$ cat src/rtl/beta_fetch_unit.sv
// beta_fetch_unit: instruction fetch stage. Owns the PC, issues in-order word
// requests to instruction memory, buffers the returned words in a small FIFO
// and hands them to the decoder. Redirects flush the buffer and drop stale
// in-flight responses.
//
// Handshakes:
//   imem: a request is transferred when imem_req_o && imem_gnt_i in the same
//   cycle. Once raised, imem_req_o and imem_addr_o hold until granted.
//   Responses (imem_rvalid_i) come back in grant order, one per cycle at most.
//   decoder: an instruction is transferred when instr_valid_o && instr_ready_i.
//   instr_valid_o never depends on instr_ready_i.
module beta_fetch_unit #(
  parameter int               XLEN      = 32,
  parameter logic [XLEN-1:0]  BOOT_ADDR = '0,
  parameter int               DEPTH     = 2
) (
  input  logic            clk_i,
  input  logic            rstn_i,
  input  logic            fetch_en_i,
  output logic            imem_req_o,
  output logic [XLEN-1:0] imem_addr_o,
  input  logic            imem_gnt_i,
  input  logic            imem_rvalid_i,
  input  logic [XLEN-1:0] imem_rdata_i,
  input  logic            imem_err_i,
  output logic [XLEN-1:0] instr_o,
  output logic [XLEN-1:0] instr_pc_o,
  output logic            instr_valid_o,
  input  logic            instr_ready_i,
  output logic            fetch_err_o,
  output logic            misaligned_o,
  input  logic            redirect_i,
  input  logic [XLEN-1:0] redirect_pc_i,
  output logic [1:0]      dbg_state_o
);

  localparam int AW = (DEPTH > 1) ? $clog2(DEPTH) : 1;
  localparam int CW = $clog2(DEPTH + 1);
  localparam logic [CW:0] DEPTH_C = (CW + 1)'(DEPTH);
  localparam logic [AW-1:0] LAST_IDX = AW'(DEPTH - 1);

  typedef enum logic [1:0] {
    ST_RUN   = 2'd0,
    ST_HOLD  = 2'd1,
    ST_MISAL = 2'd2
  } state_t;

  state_t            state_q, state_d;
  logic [XLEN-1:0]   pc_q;
  logic [XLEN-1:0]   req_addr_q;
  logic [XLEN-1:0]   misal_pc_q;
  logic              req_pending_q;
  logic              stale_q;
  logic [CW-1:0]     out_q, out_next;
  logic [CW-1:0]     discard_q;

  logic [XLEN-1:0]   fifo_data_q [DEPTH];
  logic [XLEN-1:0]   fifo_pc_q   [DEPTH];
  logic              fifo_err_q  [DEPTH];
  logic [AW-1:0]     f_wr_q, f_rd_q;
  logic [CW-1:0]     f_cnt_q;

  logic [XLEN-1:0]   txn_pc_q [DEPTH];
  logic [AW-1:0]     t_wr_q, t_rd_q;

  logic room, new_req, gnt_acc, ungranted, push, pop;

  // Request issue and per-cycle transfer events.
  always_comb begin
    room       = ({1'b0, out_q} + {1'b0, f_cnt_q}) < DEPTH_C;
    new_req    = (state_q == ST_RUN) && fetch_en_i && (discard_q == '0) && room;
    imem_req_o = req_pending_q || new_req;
    imem_addr_o = req_pending_q ? req_addr_q : pc_q;
    gnt_acc    = imem_req_o && imem_gnt_i;
    ungranted  = imem_req_o && !imem_gnt_i;
    push       = imem_rvalid_i && (discard_q == '0) && !redirect_i;
    pop        = (state_q != ST_MISAL) && (f_cnt_q != '0) && instr_ready_i;
    out_next   = out_q + CW'(gnt_acc) - CW'(imem_rvalid_i);
  end

  // Next-state logic; a redirect overrides everything else.
  always_comb begin
    state_d = state_q;
    if (redirect_i) begin
      state_d = (redirect_pc_i[1:0] == 2'b00) ? ST_RUN : ST_MISAL;
    end else if ((state_q == ST_RUN) && push && imem_err_i) begin
      state_d = ST_HOLD;
    end
  end

  // State register.
  always_ff @(posedge clk_i or negedge rstn_i) begin
    if (!rstn_i) state_q <= ST_RUN;
    else         state_q <= state_d;
  end

  // PC, held request and outstanding/discard bookkeeping. A request still
  // waiting for gnt across a redirect is "stale": its grant must neither
  // advance the new PC nor deliver data, so it is pre-counted in discard.
  always_ff @(posedge clk_i or negedge rstn_i) begin
    if (!rstn_i) begin
      pc_q          <= BOOT_ADDR;
      req_addr_q    <= BOOT_ADDR;
      misal_pc_q    <= '0;
      req_pending_q <= 1'b0;
      stale_q       <= 1'b0;
      out_q         <= '0;
      discard_q     <= '0;
    end else begin
      if (redirect_i) begin
        if (redirect_pc_i[1:0] == 2'b00) pc_q <= redirect_pc_i;
        misal_pc_q <= redirect_pc_i;
      end else if (gnt_acc && !stale_q) begin
        pc_q <= pc_q + XLEN'(4);
      end
      req_pending_q <= ungranted;
      if (ungranted && !req_pending_q) req_addr_q <= pc_q;
      if (redirect_i && ungranted) stale_q <= 1'b1;
      else if (gnt_acc)            stale_q <= 1'b0;
      out_q <= out_next;
      if (redirect_i)                             discard_q <= out_next + CW'(ungranted);
      else if (imem_rvalid_i && discard_q != '0)  discard_q <= discard_q - CW'(1);
    end
  end

  // PC of each in-flight transaction, in grant order; survives redirects so
  // stale responses still retire their slot.
  always_ff @(posedge clk_i or negedge rstn_i) begin
    if (!rstn_i) begin
      t_wr_q <= '0;
      t_rd_q <= '0;
      for (int i = 0; i < DEPTH; i++) txn_pc_q[i] <= '0;
    end else begin
      if (gnt_acc) begin
        txn_pc_q[t_wr_q] <= imem_addr_o;
        t_wr_q <= (t_wr_q == LAST_IDX) ? '0 : t_wr_q + AW'(1);
      end
      if (imem_rvalid_i) t_rd_q <= (t_rd_q == LAST_IDX) ? '0 : t_rd_q + AW'(1);
    end
  end

  // Instruction FIFO; a redirect empties it after any same-cycle pop.
  always_ff @(posedge clk_i or negedge rstn_i) begin
    if (!rstn_i) begin
      f_wr_q  <= '0;
      f_rd_q  <= '0;
      f_cnt_q <= '0;
      for (int i = 0; i < DEPTH; i++) begin
        fifo_data_q[i] <= '0;
        fifo_pc_q[i]   <= '0;
        fifo_err_q[i]  <= 1'b0;
      end
    end else if (redirect_i) begin
      f_wr_q  <= '0;
      f_rd_q  <= '0;
      f_cnt_q <= '0;
    end else begin
      if (push) begin
        fifo_data_q[f_wr_q] <= imem_rdata_i;
        fifo_pc_q[f_wr_q]   <= txn_pc_q[t_rd_q];
        fifo_err_q[f_wr_q]  <= imem_err_i;
        f_wr_q <= (f_wr_q == LAST_IDX) ? '0 : f_wr_q + AW'(1);
      end
      if (pop) f_rd_q <= (f_rd_q == LAST_IDX) ? '0 : f_rd_q + AW'(1);
      f_cnt_q <= f_cnt_q + CW'(push) - CW'(pop);
    end
  end

  // Decoder-facing outputs: synthetic NOP in MISAL, else the FIFO head.
  always_comb begin
    instr_valid_o = 1'b0;
    instr_o       = '0;
    instr_pc_o    = '0;
    fetch_err_o   = 1'b0;
    misaligned_o  = 1'b0;
    if (state_q == ST_MISAL) begin
      instr_valid_o = 1'b1;
      instr_o       = XLEN'(32'h0000_0013);
      instr_pc_o    = misal_pc_q;
      misaligned_o  = 1'b1;
    end else if (f_cnt_q != '0) begin
      instr_valid_o = 1'b1;
      instr_o       = fifo_data_q[f_rd_q];
      instr_pc_o    = fifo_pc_q[f_rd_q];
      fetch_err_o   = fifo_err_q[f_rd_q];
    end
  end

  assign dbg_state_o = state_q;

endmodule

$ cat config.mk
export PLATFORM = sky130hd
export DESIGN_NAME = beta_fetch_unit
export DESIGN_NICKNAME = d
export VERILOG_FILES = /design/src/rtl/beta_fetch_unit.sv
export SDC_FILE = /design/constraint.sdc
export NUM_CORES = 1
export LEC_CHECK = 0
export CAP_MARGIN = 10
export CORE_UTILIZATION = 59
export DETAILED_ROUTE_END_ITERATION = 16
export DONT_BUFFER_PORTS = 1
export PLACE_DENSITY_LB_ADDON = 0.1
export SYNTH_ARGS = -nofsm -noshare
export SYNTH_HDL_FRONTEND = slang
export SYNTH_SLANG_ARGS = --single-unit
export TNS_END_PERCENT = 1
$ cat constraint.sdc
create_clock -name clk_i -period 6.16 [get_ports clk_i]
set_input_delay 0.616 -clock clk_i [delete_from_list [all_inputs] [get_ports clk_i]]
set_output_delay 0.616 -clock clk_i [all_outputs]
set_load 0.005 [all_outputs]
==> results.md, run 1 <==
- DRC violation total after the first TritonRoute iteration: ~770
- Number of buffers inserted during clock tree synthesis: 34
- Total power: 6.565 mW
- Relative max-transition margin: between 20% and 30%
- Launching element of the worst setup path: dbg_state_o[0]$_DFFE_PN0P_
- Synth Flop Type: dfrtp_1
- Fraction of synthesized cell area taken by the top area cell type: between 50% and 60%
- Total routing usage reported by global routing: a little over a quarter
- Endpoint arrival time on the critical path: 2.81 ns
- Max Cap Violations: 0
- Placeable Area: ~23,000 um2
- Worst clock skew on the final layout: 0.01229 ns
- Maximum vdd ir drop: 0.2696 mV
- Post-CTS Setup Inserts: 0
- DIE HEIGHT: 156.0 um
- Worst EP required: 5.54 ns
- Die Area: 24,340 um2
- Origin of the critical flop-to-flop path: f_cnt_q[0]$_DFF_PN0_
- Setup Viol. Count Final: 0
- Clock H-tree levels: 2
- Post-layout minimum cycle time: 3.424 ns
- Later-pin clock latency in the skew report: 0.50 ns
- Worst reg-to-reg setup slack: roughly 3.2 ns
- Number of global-route vias before repair: 9,066
- Final number of max-transition violations: 0
- Main area contributors after synthesis: dfrtp_1 (54%), mux2i_1 (9.4%), mux2_2 (8.9%), o21ai_0 (4.3%), nor2_1 (3.3%)
- Leakage dissipation: ~6.8 nW
- Count of synthesis-stage warnings from yosys: 0
- Distinct cells, synth: 68
- Worst slack on hold paths: -0.1856 ns
- Detailed-placement wirelength estimate: 20,610 um
- Clock Sinks: about 300
- Proportion of synthesized chip area in sequential cells: 54.36%
- Final Hold Violating Endpoints: around 300
- DRC violations left: 0
- Wirelength per Cell: 20.42 um
- Global-route congestion overflow total: 0
- Root buffer cell: clkbuf_16
- Run status: finished, violations left
- Nature of the critical path endpoint: output port
- Initial antenna violation count: 0
- Nets in the synthesized netlist: 1,368
- Overall via count from detail_route: 9,449
- Syn avg cell area: roughly 11 um2
- # fillers: 1,778
- Via density per instance: 5.962
- Cell count after placement: 1,524
- Portion of the clock cycle consumed by the worst path in the final layout: 55.58%
- Largest net degree at the start of global routing: 305
- Clock transition at path regs: 0.06 ns
- Relative area change from synthesis to final layout: 8.842%
- Chip width: 156.0 um
- Fmax: 292.1 MHz
- Number of cells in the finished layout apart from fillers: between 1,500 and 2,000
- Critical path launch point type: flop
- Ports: 174
- Share of final-layout standard cells stronger than drive strength 1: 15.81%
- Global-route wire length before repair: between 50,000 and 60,000 um
- Highest-count cells in the layout ignoring fill and taps: dfrtp_1 (301), mux2i_1 (131), nor2_1 (122)
- Effective utilization at floorplan: 61.07%
- Crit Path Max Fanout: 53
- Setup repair after global routing missed its margin: no
- Clock tree from TritonCTS: yes
- Worst hold path type: primary input to async pin
- Violations in the final reports: hold timing
- Cells on worst reg2reg path: 8
- Final setup TNS: 0 ns
- Destination of the worst register-to-register timing path: pc_q[7]$_DFFE_PN0P_
- Pwr dens: roughly 430 nW/um2
- Row count: 55
- Crit path capture: instr_pc_o[1]
- Port buffer count: 0
- Final Routed Wirelength: around 32,000 um
- Most frequent standard cell in the layout excluding fill and tap cells: dfrtp_1
- Number of nets in the layout: between 1,000 and 1,500
- Final weighted congestion of routability-driven global placement: 0.8234
- Post-synthesis sequential element count: just over 300
- Synthesized area: 13,990 um2
- Gate count of the mapped netlist: 1,288
- Fraction of registers with async set or reset after synthesis: 100.0%
- Pin slew with the least headroom to its limit: 1.153 ns
- Final core utilization: 66.47%
- Path type of the worst setup path: flop to output port
- Library cell occupying the most area in the post-synthesis netlist: dfrtp_1
- Count of flip-flops with a built-in enable after synthesis: 0
- Pre-Repair DR Iteration Count: 5
- Remaining number of nets flagged by the antenna check after routing: 0
- Buffer depth of the longest clock path: 3
per-layer routing:
| metal | global-route usage (%) | routed length (um) | up-vias |
|---|---|---|---|
| li1 | - | - | 4417 |
| met1 | 40.90 | 15430 | 4688 |
| met2 | 39.75 | 13990 | 302 |
| met3 | 6.417 | 2429 | 42 |
| met4 | 6.256 | 513 | 0 |
| met5 | 0 | 0 | - |
synth_stat cells (2+ instances only):
| master | instances |
|---|---|
| inv_1 | 52 |
| and4_4 | 2 |
| a21o_1 | 2 |
| o31ai_1 | 4 |
| buf_6 | 7 |
| a31oi_1 | 5 |
| buf_4 | 3 |
| a21oi_1 | 79 |
| mux2_1 | 3 |
| mux2i_1 | 131 |
| mux2_4 | 4 |
| o31a_1 | 2 |
| nand4_1 | 9 |
| and3_1 | 5 |
| xor2_1 | 3 |
| o22ai_1 | 20 |
| o21a_1 | 4 |
| o22a_1 | 4 |
| and2_1 | 5 |
| a32oi_1 | 2 |
| nor3b_1 | 4 |
| clkbuf_1 | 40 |
| or2_2 | 2 |
| o21ai_0 | 121 |
| and4_1 | 8 |
| xnor2_1 | 7 |
| dfrtp_1 | 304 |
| nand3_1 | 10 |
| nor3_2 | 2 |
| nand2b_1 | 4 |
| nor2_1 | 123 |
| buf_1 | 8 |
| nor3_1 | 9 |
| buf_2 | 29 |
| or3_1 | 2 |
| ha_1 | 7 |
| a22o_1 | 5 |
| nand2_1 | 113 |
| mux2_2 | 111 |
| o41ai_1 | 3 |
| nor2b_1 | 3 |
sequential cells by signal, summed over array words and instances, names as in the netlist, 2 cells and up:
name         cells
misal_pc_q      32
fifo_data_q     64
fifo_err_q       2
dbg_state_o      2
pc_q            32
discard_q        2
f_cnt_q          2
txn_pc_q        64
req_addr_q      32
out_q            2
fifo_pc_q       64
critical path, stage by stage, from the launching register on:
cell and delay [ns]:
dfrtp_1 0.41, nand2b_1 0.72, o21ai_4 0.23, buf_4 0.39, o21ai_0 0.55
cell type report:
cell class	count	area (um2)	area share (%)
flip-flops and latches	304	7614	49.98
multi-input cells	844	5786	37.98
diodes	1	2.502	0.01643
inverters	53	198.9	1.306
clock buffers	56	1107	7.270
well taps	313	391.6	2.571
repair buffers	10	87.58	0.5750
clock inverters	4	45.04	0.2957
cells by family (layout without fill, tap and decap cells):
| family | Yosys count | in the layout | synth area share, % |
|---|---|---|---|
| xor gates and xnor gates | 10 | 10 | 0.6259 |
| and+or+nand+nor | 310 | 310 | 9.924 |
| AOI/OAI and AO/OA | 267 | 267 | 10.88 |
| buffers and inverters | 140 | 123 | 4.470 |
| other | 0 | 1 | 0 |
| adders and majority gates | 8 | 8 | 0.7689 |
| muxes | 249 | 249 | 18.97 |
| DFF | 304 | 304 | 54.36 |
stage by stage:
stage               hold WS [ns]  setup WS [ns]  cell area (um2)
floorplan                 0.3204          3.600            13990
global placement          0.3290          2.903            14080
detailed placement        0.3294          2.832            14080
CTS                      -0.1951          2.661            15230
global route             -0.2063          2.569            15230
finish                   -0.1856          2.736            15230
power by group:
| group | leakage [nW] | total (mW) | switching (mW) | internal (mW) |
|---|---|---|---|---|
| clock network | 0.570 | 2.04 | 0.776 | 1.26 |
| registers | 3.89 | 3.08 | 0.408 | 2.67 |
| logic | 2.36 | 1.45 | 0.756 | 0.690 |
worst min-delay path by stage:
stage                      start                     endpoint  slack (ns)  cells past startpoint
final                     rstn_i  fifo_data_q[19]$_DFFE_PN0P_       -0.19                      0
after global routing      rstn_i  fifo_data_q[19]$_DFFE_PN0P_       -0.21                      0
after CTS                 rstn_i  fifo_data_q[19]$_DFFE_PN0P_       -0.20                      0
after detailed placement  rstn_i  fifo_data_q[19]$_DFFE_PN0P_        0.33                      0
after global placement    rstn_i  fifo_data_q[23]$_DFFE_PN0P_        0.33                      0
after floorplan           rstn_i   dbg_state_o[0]$_DFFE_PN0P_        0.32                      0
repair_timing:
item | in CTS | in global routing
endpoints found under the setup margin | 0 | 0
endpoints found under the hold margin | 304 | 304
gates resized for setup | 0 | 0
(Power assumes the default switching activity.)
==> run 2: changes to the inputs <==
==> constraint.sdc (replaced) <==
create_clock -name clk_i -period 3.2 [get_ports clk_i]
set_input_delay 0.32 -clock clk_i [delete_from_list [all_inputs] [get_ports clk_i]]
set_output_delay 0.32 -clock clk_i [all_outputs]
set_load 0.005 [all_outputs]
==> run 2 against run 1 <==
Net effect: the flow still finishes with violations (hold timing); sequential power grew 94%; design area increased by 3.4%; final cell count rose by 4.1%; first-iteration DRC count increased by 11%; setup slack worse by 2.3 ns; register-to-register slack got worse by 2.8 ns; clock power is 68% higher; worst hold slack worse by 0.34 ns; total power rose by 86%.
==> results.md, run 2 (synthesis results as in run 1) <==
- Final Hold Violating Endpoints: 304 (unchanged)
- Relative max-transition margin: 49.77% (+27 points)
- Setup repair after global routing missed its margin: no
- DRC violations left: 0 (unchanged)
- Crit Path Max Fanout: 6 (-89%)
- Maximum vdd ir drop: 0.5968 mV (+120%)
- Overall via count from detail_route: 9,623 (+1.8%)
- Die Area: 24,340 um2 (unchanged)
- Run status: finished, violations left
- Fmax: 358.2 MHz
- Final Routed Wirelength: 33,380 um (+3.1%)
- Pin slew with the least headroom to its limit: 0.7534 ns (-0.3998 ns)
- Met1 Track Usage GR: 42.05% (+1.1 points)
- Wirelength per Cell: 20.23 um (-0.93%)
- Buffer depth of the longest clock path: 3 (unchanged)
- Number of cells in the finished layout apart from fillers: 1,650 (+4.1%)
- Port buffer count: 0 (unchanged)
- Clock tree from TritonCTS: yes
- # resized after CTS: 0 (unchanged)
- Final number of max-transition violations: 0 (unchanged)
- Chip width: 156.0 um (unchanged)
- DIE HEIGHT: 156.0 um (unchanged)
- Share of final-layout standard cells stronger than drive strength 1: 15.36% (-0.46 points)
- Total routing usage reported by global routing: 28.04% (+0.89 points)
- Post-layout minimum cycle time: approximately 2.8 ns
- Setup Slack @ Placement: 0.4270 ns (-2.405 ns)
- Effective utilization at floorplan: 61.07% (unchanged)
- Critical path launch point type: flop
- Worst clock skew on the final layout: 0.01903 ns (+0.006742 ns)
- Global-route congestion overflow total: 0 (unchanged)
- Nature of the critical path endpoint: flop
- Number of nets in the layout: 1,394 (+5.0%)
- Via density per instance: 5.832 (-2.2%)
- Path type of the worst setup path: flop to flop
- Worst slack on hold paths: -0.5228 ns (-0.3372 ns)
- Clock transition at path regs: 0.06 ns (about the same)
- DRC violation total after the first TritonRoute iteration: 853 (+11%)
- Worst path setup slack after routing: 0.4080 ns (-2.328 ns)
- Violations in the final reports: hold timing
- Pwr dens: 775.5 nW/um2 (+80%)
- Worst hold path type: primary input to async pin
- Detailed-placement wirelength estimate: 21,050 um (+2.1%)
- Number of global-route vias before repair: 9,386 (+3.5%)
- Endpoint arrival time on the critical path: 3.21 ns (+0.40 ns)
- Cell count after placement: 1,534 (+0.66%)
- Clock H-tree levels: 1 (-1)
- Post-CTS Setup Inserts: 0 (unchanged)
- Pre-Repair DR Iteration Count: 5 (unchanged)
- Relative area change from synthesis to final layout: 12.51%
- Portion of the clock cycle consumed by the worst path in the final layout: 87.25%
- Initial antenna violation count: 3 (+3)
- Placeable Area: 22,920 um2 (unchanged)
- Final weighted congestion of routability-driven global placement: 0.8182 (-0.63%)
- Worst EP required: 3.62 ns (-1.92 ns)
- Later-pin clock latency in the skew report: 0.56 ns (+0.06 ns)
- Setup Viol. Count Final: 0 (unchanged)
- Met3 Use GR: 4.889% (-1.5 points)
- Max Cap Violations: 0 (unchanged)
- Hold Buf Count CTS: 60
- Highest-count cells in the layout ignoring fill and taps: dfrtp_1 (301), mux2i_1 (131), nor2_1 (122)
- Row count: 55 (unchanged)
- Root buffer cell: clkbuf_16
- Final setup TNS: 0 ns (unchanged)
- Remaining number of nets flagged by the antenna check after routing: 0 (unchanged)
- Number of buffers inserted during clock tree synthesis: 31 (-8.8%)
- Ports: 174 (unchanged)
- # fillers: 1,775 (-0.17%)
- Global-route wire length before repair: 52,810 um (+3.7%)
- Peak-usage layer in the global routing report: met2
- Leakage dissipation: 7.037 nW (+3.3%)
- Largest net degree at the start of global routing: 305 (unchanged)
- Met2 usage: 42.75% (+3.0 points)
- Registers with the highest flip-flop counts: fifo_data_q: 64 flops, fifo_pc_q: 64 flops, txn_pc_q: 64 flops
- Clock Sinks: 304 (unchanged)
- Most frequent standard cell in the layout excluding fill and tap cells: dfrtp_1
run 2: final cells by class:
cell class | count | area, um2 | share of cell area [%]
Inverter | 53 | 198.9 | 1.264
Multi-Input combinational cell | 844 | 5786 | 36.75
Clock buffer | 46 | 892.1 | 5.666
Clock inverter | 8 | 65.06 | 0.4132
Tap cell | 313 | 391.6 | 2.487
Sequential cell | 304 | 7614 | 48.36
Timing Repair Buffer | 80 | 793.3 | 5.038
Antenna cell | 2 | 5.005 | 0.03179
run 2: final timing paths:
path	slack (ns)	endpoint	startpoint	cells after the start
max in group asynchronous	3.25	req_addr_q[5]$_DFFE_PN0P_	rstn_i	0
min in group clk_i	0.02	pc_q[5]$_DFFE_PN0P_	redirect_pc_i[5]	2
min	-0.52	fifo_data_q[23]$_DFFE_PN0P_	rstn_i	0
max reg2reg	0.41	discard_q[1]$_DFFE_PN0P_	f_cnt_q[0]$_DFF_PN0_	12
min reg2reg	0.48	txn_pc_q[14]$_DFFE_PN0P_	txn_pc_q[14]$_DFFE_PN0P_	2
max	0.41	discard_q[1]$_DFFE_PN0P_	f_cnt_q[0]$_DFF_PN0_	12
run 2: routing by layer:
layer	wire [um]	vias to the layer above
li1	-	4521
met1	15980	4775
met2	14780	279
met3	2038	46
met4	564	2
met5	10	-
run 2: worst max-delay path: stages (launching register included):
cell	delay [ns]
dfrtp_1	0.43
and2_1	0.17
fa_1	0.46
nor3b_1	0.20
a21o_2	0.20
inv_2	0.10
ha_1	0.28
inv_1	0.04
ha_1	0.18
xnor2_1	0.13
xnor2_1	0.23
xnor2_1	0.15
a21oi_1	0.08
run 2: power breakdown:
part,internal [mW],switching (mW),total (mW)
Sequential,5.14,0.830,5.97
Combinational,1.39,1.42,2.81
Clock,1.99,1.44,3.43
run 2: stage by stage:
step | hold WS [ns] | utilization (%) | cell area [um2] | total power, mW
final | -0.5228 | 68.71 | 15750 | 12.21
after global routing | -0.5450 | 68.69 | 15740 | 12.94
after CTS | -0.5459 | 68.69 | 15740 | 12.27
after detailed placement | 0.03045 | 61.81 | 14160 | 8.742
after global placement | 0.03282 | 61.81 | 14160 | 8.569
after floorplan | 0.02441 | - | 13990 | 8.021
==> run 3: changes to the inputs <==
--- a/config.mk
+++ b/config.mk
@@ -5,7 +5,9 @@
 export SDC_FILE = /design/constraint.sdc
 export NUM_CORES = 1
 export LEC_CHECK = 0
+export ABC_AREA = 1
 export CAP_MARGIN = 10
+export CORE_ASPECT_RATIO = 1.2
 export CORE_UTILIZATION = 59
 export DETAILED_ROUTE_END_ITERATION = 16
 export DONT_BUFFER_PORTS = 1
==> run 3 against run 2 <==
Net effect: the flow still finishes with violations (hold timing); register-to-register slack improved by 0.03 ns; final cell count increased by 33%; via count is 26% higher; sequential share of layout area is 1.2 points lower; core utilization shrank 1.6 points; critical path depth rose by 3; area after synthesis is 3.5% higher; fmax increased by 1.1%; clock skew is 0.0020 ns lower; worst hold slack got worse by 0.0078 ns; largest power group unchanged; first-iteration DRC count is 9.8% higher.
==> results.md, run 3 <==
- Library cell occupying the most area in the post-synthesis netlist: dfrtp_1
- Final Routed Wirelength: 37,610 um (+13%)
- Fraction of synthesized cell area taken by the top area cell type: 52.50% (-1.9 points)
- Number of nets in the layout: 1,939 (+39%)
- Ports: 174 (unchanged)
- Nets in the synthesized netlist: 1,930 (+41%)
- Worst EP required: 3.64 ns (+0.02 ns)
- Gate count of the mapped netlist: 1,850 (+44%)
- Fraction of registers with async set or reset after synthesis: 100.0% (unchanged)
- Clock Sinks: 304 (unchanged)
- Clock tree from TritonCTS: yes
- Effective utilization at floorplan: 60.25% (-0.82 points)
- Root buffer cell: clkbuf_16
- Global-route congestion overflow total: 0 (unchanged)
- Relative area change from synthesis to final layout: 11.32%
- Later-pin clock latency in the skew report: 0.55 ns (about the same)
- Slowest-stage cell, CP: fa_1
- Wirelength per Cell: 17.09 um (-15%)
- Sequence of cells on the critical path: nand2_1 > inv_1 > fa_1 > nor2_1 > nand3_2 > nand2_4 > nand2_4 > ha_1 > inv_1 > ha_1 > xor2_1 > xor2_1 > or2_2 > nand3_1 > nand2_1
- DRC violation total after the first TritonRoute iteration: 937 (+9.8%)
- Leakage dissipation: 7.784 nW (+11%)
- Final setup TNS: 0 ns (unchanged)
- Max Cap Violations: 0 (unchanged)
- Area of the multi-input gates: 5578 um2 (-3.6%)
- Count of flip-flops with a built-in enable after synthesis: 0 (unchanged)
- Total routing usage reported by global routing: 30.34% (+2.3 points)
- Final Hold Violating Endpoints: 304 (unchanged)
- Final weighted congestion of routability-driven global placement: 0.9669 (+18%)
- Nature of the critical path endpoint: flop
- CP peak stage delay: 0.44 ns (-0.02 ns)
- Number of buffers and inverters on the critical path: 2 (unchanged)
- Die Area: 25,190 um2 (+3.5%)
- Count of synthesis-stage warnings from yosys: 0 (unchanged)
- Setup Viol. Count Final: 0 (unchanged)
- Global-route wire length before repair: 60,800 um (+15%)
- Critical path launch point type: flop
- Number of diodes: 0 (-2)
- Proportion of synthesized chip area in sequential cells: 52.50% (-1.9 points)
- Port buffer count: 0 (unchanged)
- Most common library cells after synthesis: nand2_1 (630), dfrtp_1 (304), o21ai_0 (301), inv_1 (199), nor2_1 (68)
- Number of cells in the finished layout apart from fillers: 2,200 (+33%)
- Endpoint arrival time on the critical path: 3.20 ns (about the same)
- Post-layout minimum cycle time: 2.762 ns (-0.02971 ns)
- Pwr dens: 776.5 nW/um2 (+0.13%)
- Detailed-placement wirelength estimate: 23,260 um (+11%)
- Chip width: 145.1 um (-7.0%)
- Crit Path Max Fanout: 6 (unchanged)
- Portion of the clock cycle consumed by the worst path in the final layout: 86.32% (-0.93 points)
- Share of final-layout standard cells stronger than drive strength 1: 5.426% (-9.9 points)
- Worst clock skew on the final layout: 0.01701 ns (-0.002023 ns)
- Cell count after placement: 2,088 (+36%)
- DIE HEIGHT: 173.7 um (+11%)
- Most common cell in the synthesized netlist: nand2_1
- Buffer depth of the longest clock path: 3 (unchanged)
- Post-CTS Setup Inserts: 0 (unchanged)
- Cell area after placement: 14,600 um2 (+3.1%)
- Distinct cells, synth: 34 (-50%)
- DRC violations left: 0 (unchanged)
- Highest-count cells in the layout ignoring fill and taps: nand2_1 (630), dfrtp_1 (302), o21ai_0 (301)
- Number of buffers inserted during clock tree synthesis: 31 (unchanged)
- Overall via count from detail_route: 12,170 (+26%)
- Largest net degree at the start of global routing: 305 (unchanged)
- Maximum vdd ir drop: 0.5172 mV (-13%)
- Pre-Repair DR Iteration Count: 5 (unchanged)
- Registers with the highest flip-flop counts: fifo_data_q: 64 flops, fifo_pc_q: 64 flops, txn_pc_q: 64 flops
- Post-synthesis sequential element count: 304 (unchanged)
- Clock H-tree levels: 1 (unchanged)
- Most frequent standard cell in the layout excluding fill and tap cells: nand2_1
- Hold Buf Count CTS: 58 (-3.3%)
- Clock transition at path regs: 0.06 ns (about the same)
- Row count: 62 (+13%)
- Number of global-route vias before repair: 11,460 (+22%)
- Area of all placed cells without fillers: 16,130 um2 (+2.4%)
- Path type of the worst setup path: flop to flop
- Relative max-transition margin: 32.75% (-17 points)
- Worst hold path type: primary input to async pin
- Via density per instance: 5.531 (-5.2%)
- Dominant delay contributor by cell family on the critical path: simple AND/OR/NAND/NOR gates
- Fmax: 362.0 MHz (+1.1%)
- Register cell area after layout: 7610 um2 (about the same)
- Synth Flop Type: dfrtp_1
- Setup repair after global routing missed its margin: no
- Main area contributors after synthesis: dfrtp_1 (52%), nand2_1 (16%), o21ai_0 (10%), inv_1 (5.2%), a21oi_1 (2.2%)
- Run status: finished, violations left
- # resized after CTS: 0 (unchanged)
- Worst slack on hold paths: -0.5306 ns (-0.007789 ns)
- Remaining number of nets flagged by the antenna check after routing: 0 (unchanged)
- Syn avg cell area: 7.833 um2 (-28%)
- Synthesized area: 14,490 um2 (+3.5%)
- Violations in the final reports: hold timing
- Final number of max-transition violations: 0 (unchanged)
- Pin slew with the least headroom to its limit: 1.009 ns (+0.2554 ns)
- # fillers: 2,058 (+16%)
- Initial antenna violation count: 0 (-3)
- Placeable Area: 24,050 um2 (+4.9%)
[run 3: where the power goes]
part / internal [mW] / total, mW / switching (mW)
Clock: 1.93 / 3.37 / 1.45
Combinational: 1.10 / 3.21 / 2.11
Sequential: 5.24 / 5.94 / 0.704
[run 3: final timing paths]
check	cells after the start	end	slack, ns	startpoint
setup / recovery	15	discard_q[1]$_DFFE_PN0P_	0.44	out_q[0]$_DFF_PN0_
hold / removal	0	fifo_data_q[14]$_DFFE_PN0P_	-0.53	rstn_i
setup reg to reg	15	discard_q[1]$_DFFE_PN0P_	0.44	out_q[0]$_DFF_PN0_
hold reg to reg	2	fifo_pc_q[32]$_DFFE_PN0P_	0.47	fifo_pc_q[32]$_DFFE_PN0P_
max in group asynchronous	0	pc_q[17]$_DFFE_PN0P_	2.90	rstn_i
min in group clk_i	2	misal_pc_q[27]$_DFFE_PN0P_	0.02	redirect_pc_i[27]
[run 3: layout make-up]
class | count | share of cell area (%)
Sequential cell | 304 | 47.18
Clock inverter | 8 | 0.2482
Clock buffer | 46 | 5.593
Multi-Input combinational cell | 1236 | 34.58
Timing Repair Buffer | 79 | 5.104
Tap cell | 320 | 2.482
Inverter | 207 | 4.817
[run 3: layer usage]
| layer | wire length, um | up-vias | track usage, % |
|---|---|---|---|
| li1 | - | 5874 | - |
| met1 | 16390 | 5773 | 42.61 |
| met2 | 17080 | 441 | 48.50 |
| met3 | 2974 | 81 | 4.974 |
| met4 | 1162 | 0 | 9.430 |
| met5 | 0 | - | 0 |
[run 3: cells by family after synthesis]
| kind of cell | share of synthesized area (%) |
|---|---|
| xor+xnor | 0.4836 |
| compound gates | 16.22 |
| fa+ha+maj | 0.7426 |
| simple gates | 20.96 |
| buf+inv | 9.093 |
| flops | 52.50 |
[run 3: through the flow]
stage	total power [mW]	util [%]	setup slack (ns)	hold slack, ns
5_1_grt	13.38	67.08	0.3000	-0.5506
6_report	12.53	67.08	0.4377	-0.5306
4_1_cts	12.55	67.08	0.4349	-0.5422
3_5_place_dp	9.088	60.70	0.4463	0.03076
2_1_floorplan	8.191	-	0.3382	0.02441
3_3_place_gp	8.929	60.70	0.5321	0.03078
